==> src/rtl/simple_uart_pkg.sv <==
// rtl/simple_uart_pkg.sv - shared state encoding, frame constants and parity helper for the UART transmitter
package simple_uart_pkg;

   localparam int DATA_BITS     = 8;
   localparam int PARITY_BITS   = 1;
   localparam int STOP_BITS_ONE = 1;
   localparam int STOP_BITS_TWO = 2;
   localparam int BIT_CNT_W     = $clog2(DATA_BITS);

   typedef enum logic [2:0] {
      ST_IDLE   = 3'd0,
      ST_START  = 3'd1,
      ST_DATA   = 3'd2,
      ST_PARITY = 3'd3,
      ST_STOP   = 3'd4
   } state_t;

   function automatic logic parity_bit(input logic [DATA_BITS-1:0] data, input logic odd);
      return (^data) ^ odd;
   endfunction

endpackage

==> src/rtl/uart_baud_gen.sv <==
// rtl/uart_baud_gen.sv - loadable bit-period down-counter; o_tick marks the last cycle of a bit
module uart_baud_gen #(
   parameter int DIV_WIDTH = 16
) (
   input  logic                 i_clk,
   input  logic                 i_rst,
   input  logic                 i_load,
   input  logic [DIV_WIDTH-1:0] i_load_val,
   output logic                 o_tick
);

   logic [DIV_WIDTH-1:0] r_count;

   // Holds at zero instead of wrapping so an idle counter keeps reporting bit end.
   always_ff @(posedge i_clk) begin
      if (i_rst) begin
         r_count <= '0;
      end else if (i_load) begin
         r_count <= i_load_val;
      end else if (r_count != '0) begin
         r_count <= r_count - DIV_WIDTH'(1);
      end
   end

   assign o_tick = (r_count == '0);

endmodule

==> src/rtl/simple_uart_tx.sv <==
// rtl/simple_uart_tx.sv - FIFO-fed 8-bit UART transmitter with optional parity and one or two stop bits
module simple_uart_tx
   import simple_uart_pkg::*;
#(
   parameter int DIV_WIDTH = 16
) (
   input  logic                 i_clk,
   input  logic                 i_rst,
   input  logic [DIV_WIDTH-1:0] i_clkdiv,
   input  logic                 i_parity_en,
   input  logic                 i_parity_odd,
   input  logic                 i_two_stop,
   input  logic                 i_enable,
   input  logic [7:0]           i_fifo_data,
   input  logic                 i_fifo_empty,
   output logic                 o_fifo_read,
   output logic                 o_tx,
   output logic                 o_busy
);

   state_t                 r_state;
   state_t                 w_next_state;
   logic [DATA_BITS-1:0]   r_data;
   logic [DIV_WIDTH-1:0]   r_clkdiv;
   logic                   r_parity_en;
   logic                   r_parity_odd;
   logic                   r_two_stop;
   logic [BIT_CNT_W-1:0]   r_bit_cnt;
   logic                   r_tx;

   logic                   w_start_frame;
   logic                   w_tick;
   logic                   w_load;
   logic [DIV_WIDTH-1:0]   w_load_val;
   logic                   w_next_tx;
   logic                   w_bit_clr;
   logic                   w_bit_inc;
   logic                   w_last_data;
   logic                   w_last_stop;

   assign w_start_frame = (r_state == ST_IDLE) && i_enable && !i_fifo_empty && !i_rst;
   // The first bit period is loaded from the live divisor, as it is captured on that same edge.
   assign w_load_val    = w_start_frame ? (i_clkdiv - DIV_WIDTH'(1)) : (r_clkdiv - DIV_WIDTH'(1));
   assign w_last_data   = (r_bit_cnt == BIT_CNT_W'(DATA_BITS - 1));
   assign w_last_stop   = (r_bit_cnt == (r_two_stop ? BIT_CNT_W'(STOP_BITS_TWO - 1)
                                                    : BIT_CNT_W'(STOP_BITS_ONE - 1)));

   uart_baud_gen #(
      .DIV_WIDTH (DIV_WIDTH)
   ) u_baud (
      .i_clk      (i_clk),
      .i_rst      (i_rst),
      .i_load     (w_load),
      .i_load_val (w_load_val),
      .o_tick     (w_tick)
   );

   always_ff @(posedge i_clk) begin
      if (i_rst) begin
         r_state      <= ST_IDLE;
         r_tx         <= 1'b1;
         r_bit_cnt    <= '0;
         r_data       <= '0;
         r_clkdiv     <= '0;
         r_parity_en  <= 1'b0;
         r_parity_odd <= 1'b0;
         r_two_stop   <= 1'b0;
      end else begin
         r_state <= w_next_state;
         r_tx    <= w_next_tx;
         if (w_start_frame) begin
            r_data       <= i_fifo_data;
            r_clkdiv     <= i_clkdiv;
            r_parity_en  <= i_parity_en;
            r_parity_odd <= i_parity_odd;
            r_two_stop   <= i_two_stop;
         end
         if (w_bit_clr) begin
            r_bit_cnt <= '0;
         end else if (w_bit_inc) begin
            r_bit_cnt <= r_bit_cnt + BIT_CNT_W'(1);
         end
      end
   end

   always_comb begin
      w_next_state = r_state;
      w_next_tx    = r_tx;
      w_load       = 1'b0;
      w_bit_clr    = 1'b0;
      w_bit_inc    = 1'b0;
      case (r_state)
         ST_IDLE: begin
            w_next_tx = 1'b1;
            if (w_start_frame) begin
               w_next_state = ST_START;
               w_next_tx    = 1'b0;
               w_load       = 1'b1;
               w_bit_clr    = 1'b1;
            end
         end
         ST_START: begin
            if (w_tick) begin
               w_next_state = ST_DATA;
               w_next_tx    = r_data[0];
               w_load       = 1'b1;
               w_bit_clr    = 1'b1;
            end
         end
         ST_DATA: begin
            if (w_tick) begin
               w_load = 1'b1;
               if (w_last_data) begin
                  w_bit_clr = 1'b1;
                  if (r_parity_en) begin
                     w_next_state = ST_PARITY;
                     w_next_tx    = parity_bit(r_data, r_parity_odd);
                  end else begin
                     w_next_state = ST_STOP;
                     w_next_tx    = 1'b1;
                  end
               end else begin
                  w_bit_inc = 1'b1;
                  w_next_tx = r_data[r_bit_cnt + BIT_CNT_W'(1)];
               end
            end
         end
         ST_PARITY: begin
            if (w_tick) begin
               w_next_state = ST_STOP;
               w_next_tx    = 1'b1;
               w_load       = 1'b1;
               w_bit_clr    = 1'b1;
            end
         end
         ST_STOP: begin
            w_next_tx = 1'b1;
            if (w_tick) begin
               if (w_last_stop) begin
                  w_next_state = ST_IDLE;
               end else begin
                  w_load    = 1'b1;
                  w_bit_inc = 1'b1;
               end
            end
         end
         default: begin
            w_next_state = ST_IDLE;
            w_next_tx    = 1'b1;
         end
      endcase
   end

   assign o_fifo_read = w_start_frame;
   assign o_tx        = r_tx;
   assign o_busy      = (r_state != ST_IDLE);

endmodule

==> config.mk <==
export PLATFORM = sky130hd
export DESIGN_NAME = simple_uart_tx
export DESIGN_NICKNAME = d
export VERILOG_FILES = /design/src/rtl/simple_uart_pkg.sv /design/src/rtl/uart_baud_gen.sv /design/src/rtl/simple_uart_tx.sv
export SDC_FILE = /design/constraint.sdc
export NUM_CORES = 1
export LEC_CHECK = 0
export ABC_AREA = 0
export ABC_CLOCK_PERIOD_IN_PS = 4090
export CORE_MARGIN = 5
export CORE_UTILIZATION = 55
export DETAILED_ROUTE_END_ITERATION = 6
export GPL_TIMING_DRIVEN = 0
export PLACE_DENSITY = 0.76
export SYNTH_ARGS = -nofsm -noshare
export SYNTH_HDL_FRONTEND = slang
export SYNTH_SLANG_ARGS = --single-unit
export TNS_END_PERCENT = 30
==> constraint.sdc <==
create_clock -name i_clk -period 4.09 [get_ports i_clk]
set_input_delay 0.409 -clock i_clk [delete_from_list [all_inputs] [get_ports i_clk]]
set_output_delay 0.409 -clock i_clk [all_outputs]
set_load 0.005 [all_outputs]
==> impl_metrics.yaml <==
run_status:
  status: "complete, no violations"
worst_setup_path:
  r2r_end: "u_baud.r_count[12]"
  critical_path_class: "in -> reg"
  required_ps: 4320
  cp_max_fo: 10
  timing.rr.start: "r_state[2]"
  reg2reg_depth: 14
  reg2reg_slack_ps: 460
  cp-start-kind: "input pin"
  crit_arrival_ps: 4030
  cp-end-kind: "register"
clock_tree:
  clockBufferDepth: 2
  cts_setup_buffers: 0
  numCtsBuffers: 5
  clkSinkCount: 50
  clock-root-buffer: "clkbuf_8"
  clk_latency_ps: 300
  postCtsHoldBufs: 0
  clk_pin_slew_ps: 90
  cts_tree: "done"
  htree_levels: 2
power:
  p_leak_nw: 1.14
  swShare_pct: 38.1
  peakVddDrop_uv: 236
  powerDensity_mw_per_mm2: 491
  comb_power_share_pct: 43.0
  power_frac_clock_pct: 17.4
  internal_power_w: 0.000963
  switchingPower_w: 0.000593
  power_frac_seq_pct: 39.5
layout:
  drive_gt1_share_pct: 6.25
  num_antenna_cells: 0
  final_cell_count_no_fill: 451
  final-seq-area_mm2: 0.00100
  area_growth_pct: 18.8
  fillers: 420
  multiInputGateArea_mm2: 0.00158
  layout.nets: 418
min_path:
  min_to: "r_clkdiv[11]"
  hold_depth: 2
  hold_path.class: "reg -> reg"
  hp-start: "r_clkdiv[11]"
global_routing:
  grt_most_used_layer: "met2"
  grt_antenna_before_repair: 0
  overflow: 0
  grtUsageMet2_pct: 37.6
  grt_pass1_vias: 2448
  grt_util_met3_pct: 4.40
  grt_first_pass_wirelength_mm: 11.6
  grt_max_degree: 14
  grt.total_usage_pct: 23.3
  grtUsageMet1_pct: 32.1
synth:
  syn_area_mm2: 0.00267
  ys_seq_area_share_pct: 37.5
  syn-num-nets: 378
  ys_types: 50
  yosysWarnings: 0
  synth_edf_count: 0
  synth-main-ff-cell: "dfxtp_1"
  avgSynthCellArea_um2: 7.75
  synthArstFlopShare_pct: 0
  synth_cells: 344
  yosys_register_bits: 50
sta:
  finalCritPeriodShare_pct: 92.9
  final-max-slew-violation-count: 0
  setup_viol: 0
  holdWs_ps: 460
  relSlewSlack_pct: 59.8
  finalCriticalPeriod_ps: 3800
  rsz0062_at_grt: "no"
  fmax_mhz: 263
  tightest_slew_ps: 603
  hold_viol_final: 0
  skew_ps: 6.05
  tns_ps: 0
die:
  io_pins: 34
  core.rowCount: 25
  core-area_mm2: 0.00472
  die_area_mm2: 0.00634
  die_w_um: 79.6
  initial_core_util_pct: 56.5
  die_h_um: 79.6
drt:
  drc: 0
  drtPass1Iterations: 5
  wl_mm: 6.75
  viasPerCell: 5.65
  drt-initial-drc-count: 173
  vias: 2550
  wl_per_cell_um: 15.0
  antenna_left: 0
placement:
  gp_congestion: 0.866
  placedCellCount: 444
  numPortBuffers: 33
  hpwl_mm: 5.00
flow_run:
  drv_cap: 0
==> timing repair <==
action | 4_1_cts | 5_1_grt
gates resized for setup | 1 | 4
pin swaps | 0 | 0
setup endpoints to repair | 3 | 5
==> sequential cells by signal, summed over array words and instances, names as in the netlist <==
| name | count |
|---|---|
| r_clkdiv | 16 |
| u_baud.r_count | 16 |
| r_data | 8 |
| r_bit_cnt | 3 |
| r_state | 3 |
| o_tx | 1 |
| r_parity_en | 1 |
| r_parity_odd | 1 |
| r_two_stop | 1 |
==> cells in the mapped netlist, types with 2 or more instances <==
cell / n / area share [%]
nand2_1: 65 / 9.1
dfxtp_1: 50 / 38
a21oi_1: 39 / 7.3
nor2_1: 37 / 5.2
clkbuf_1: 15 / 2.1
o21ai_0: 12 / 2.3
xnor2_1: 11 / 3.6
nor3_1: 10 / 1.9
o31ai_1: 7 / 2.0
xor2_1: 7 / 2.3
and3_1: 6 / 1.4
or3_1: 6 / 1.4
a211oi_1: 5 / 1.4
mux2i_1: 5 / 1.9
nor4_1: 5 / 1.2
buf_1: 4 / 0.56
nand3_1: 4 / 0.75
nand4_1: 4 / 0.94
a211o_1: 3 / 0.99
ha_1: 3 / 1.4
mux2_2: 3 / 1.3
nor2b_1: 3 / 0.70
o211ai_1: 3 / 0.84
o21ai_1: 3 / 0.56
or4_1: 3 / 0.84
a31o_2: 2 / 0.66
and2_1: 2 / 0.47
inv_1: 2 / 0.28
inv_2: 2 / 0.28
mux4_2: 2 / 1.7
nand2b_1: 2 / 0.47
==> worst max-delay path, cell delays in order <==
cell and delay (ps):
clkdlybuf4s50_1 580, nor3b_4 100, nand2_2 150, inv_2 70, clkbuf_1 230, clkbuf_2 270, clkbuf_2 240, nand2_1 110
and3_1 150, ha_1 220, a21boi_0 250, o21ai_1 190, or3_1 330, buf_2 170, or4_1 400, a21oi_1 140
==> cells in the final DEF, fill, tap and decap left out, types with 4 or more instances in the layout <==
master           instances
mux2i_1                  5
o21ai_0                 12
xor2_1                   7
or3_1                    6
a21oi_1                 39
nor3_1                  10
clkbuf_8                 5
a211oi_1                 5
nor4_1                   5
clkbuf_1                15
nand2_1                 65
xnor2_1                 11
clkdlybuf4s50_1         33
nand4_1                  4
o31ai_1                  7
nor2_1                  37
and3_1                   6
dfxtp_1                 50
nand3_1                  4
==> area by class of cell <==
class / instances / share of cell area (%)
buffer: 20 / 2.53
clock buffer: 7 / 2.41
inverter: 4 / 0.474
multi-input combinational: 270 / 49.9
sequential: 50 / 31.6
tap: 67 / 2.65
timing repair buffer: 33 / 10.4
==> cells by family after synthesis <==
logic type	Yosys count	share of synthesized area (%)
simple gates	155	27.4
compound gates	84	19.5
flops	50	37.5
buf+inv	24	3.42
xor+xnor	18	5.91
mux	10	4.83
fa+ha+maj	3	1.41
==> through the flow <==
| step | util, % | total power (W) | instance area [µm²] | setup WS (ps) |
|---|---|---|---|---|
| after floorplan | - | 0.00110 | 2670 | 968 |
| after global placement | 65.2 | 0.00127 | 3080 | -297 |
| after detailed placement | 65.2 | 0.00128 | 3080 | -347 |
| after CTS | 66.9 | 0.00155 | 3160 | 90.4 |
| after global routing | 67.1 | 0.00167 | 3170 | 15.8 |
| final | 67.1 | 0.00156 | 3170 | 289 |
==> how the worst max path moves through the flow <==
stage | from | endpoint | slack, ps | cells past startpoint
floorplan | i_enable | u_baud.r_count[12] | 970 | 15
global placement | i_rst | u_baud.r_count[8] | -300 | 16
detailed placement | i_rst | u_baud.r_count[8] | -350 | 16
CTS | i_rst | u_baud.r_count[8] | 90 | 16
global route | i_rst | u_baud.r_count[12] | 20 | 14
finish | i_rst | u_baud.r_count[12] | 290 | 16
==> power groups by stage <==
stage | logic, W | registers, W | clock network, W
2_1_floorplan | 0.000489 | 0.000611 | 0
3_3_place_gp | 0.000648 | 0.000622 | 0
3_5_place_dp | 0.000656 | 0.000624 | 0
4_1_cts | 0.000661 | 0.000612 | 0.000276
5_1_grt | 0.000750 | 0.000623 | 0.000301
6_report | 0.000670 | 0.000615 | 0.000271
==> layer usage <==
layer  wire (µm)  up-vias
met5           0        -
met4          61        0
met3         396        8
met2        3080       73
met1        3210     1183
li1            -     1286
Note: power is estimated with default switching activity, not from simulation.
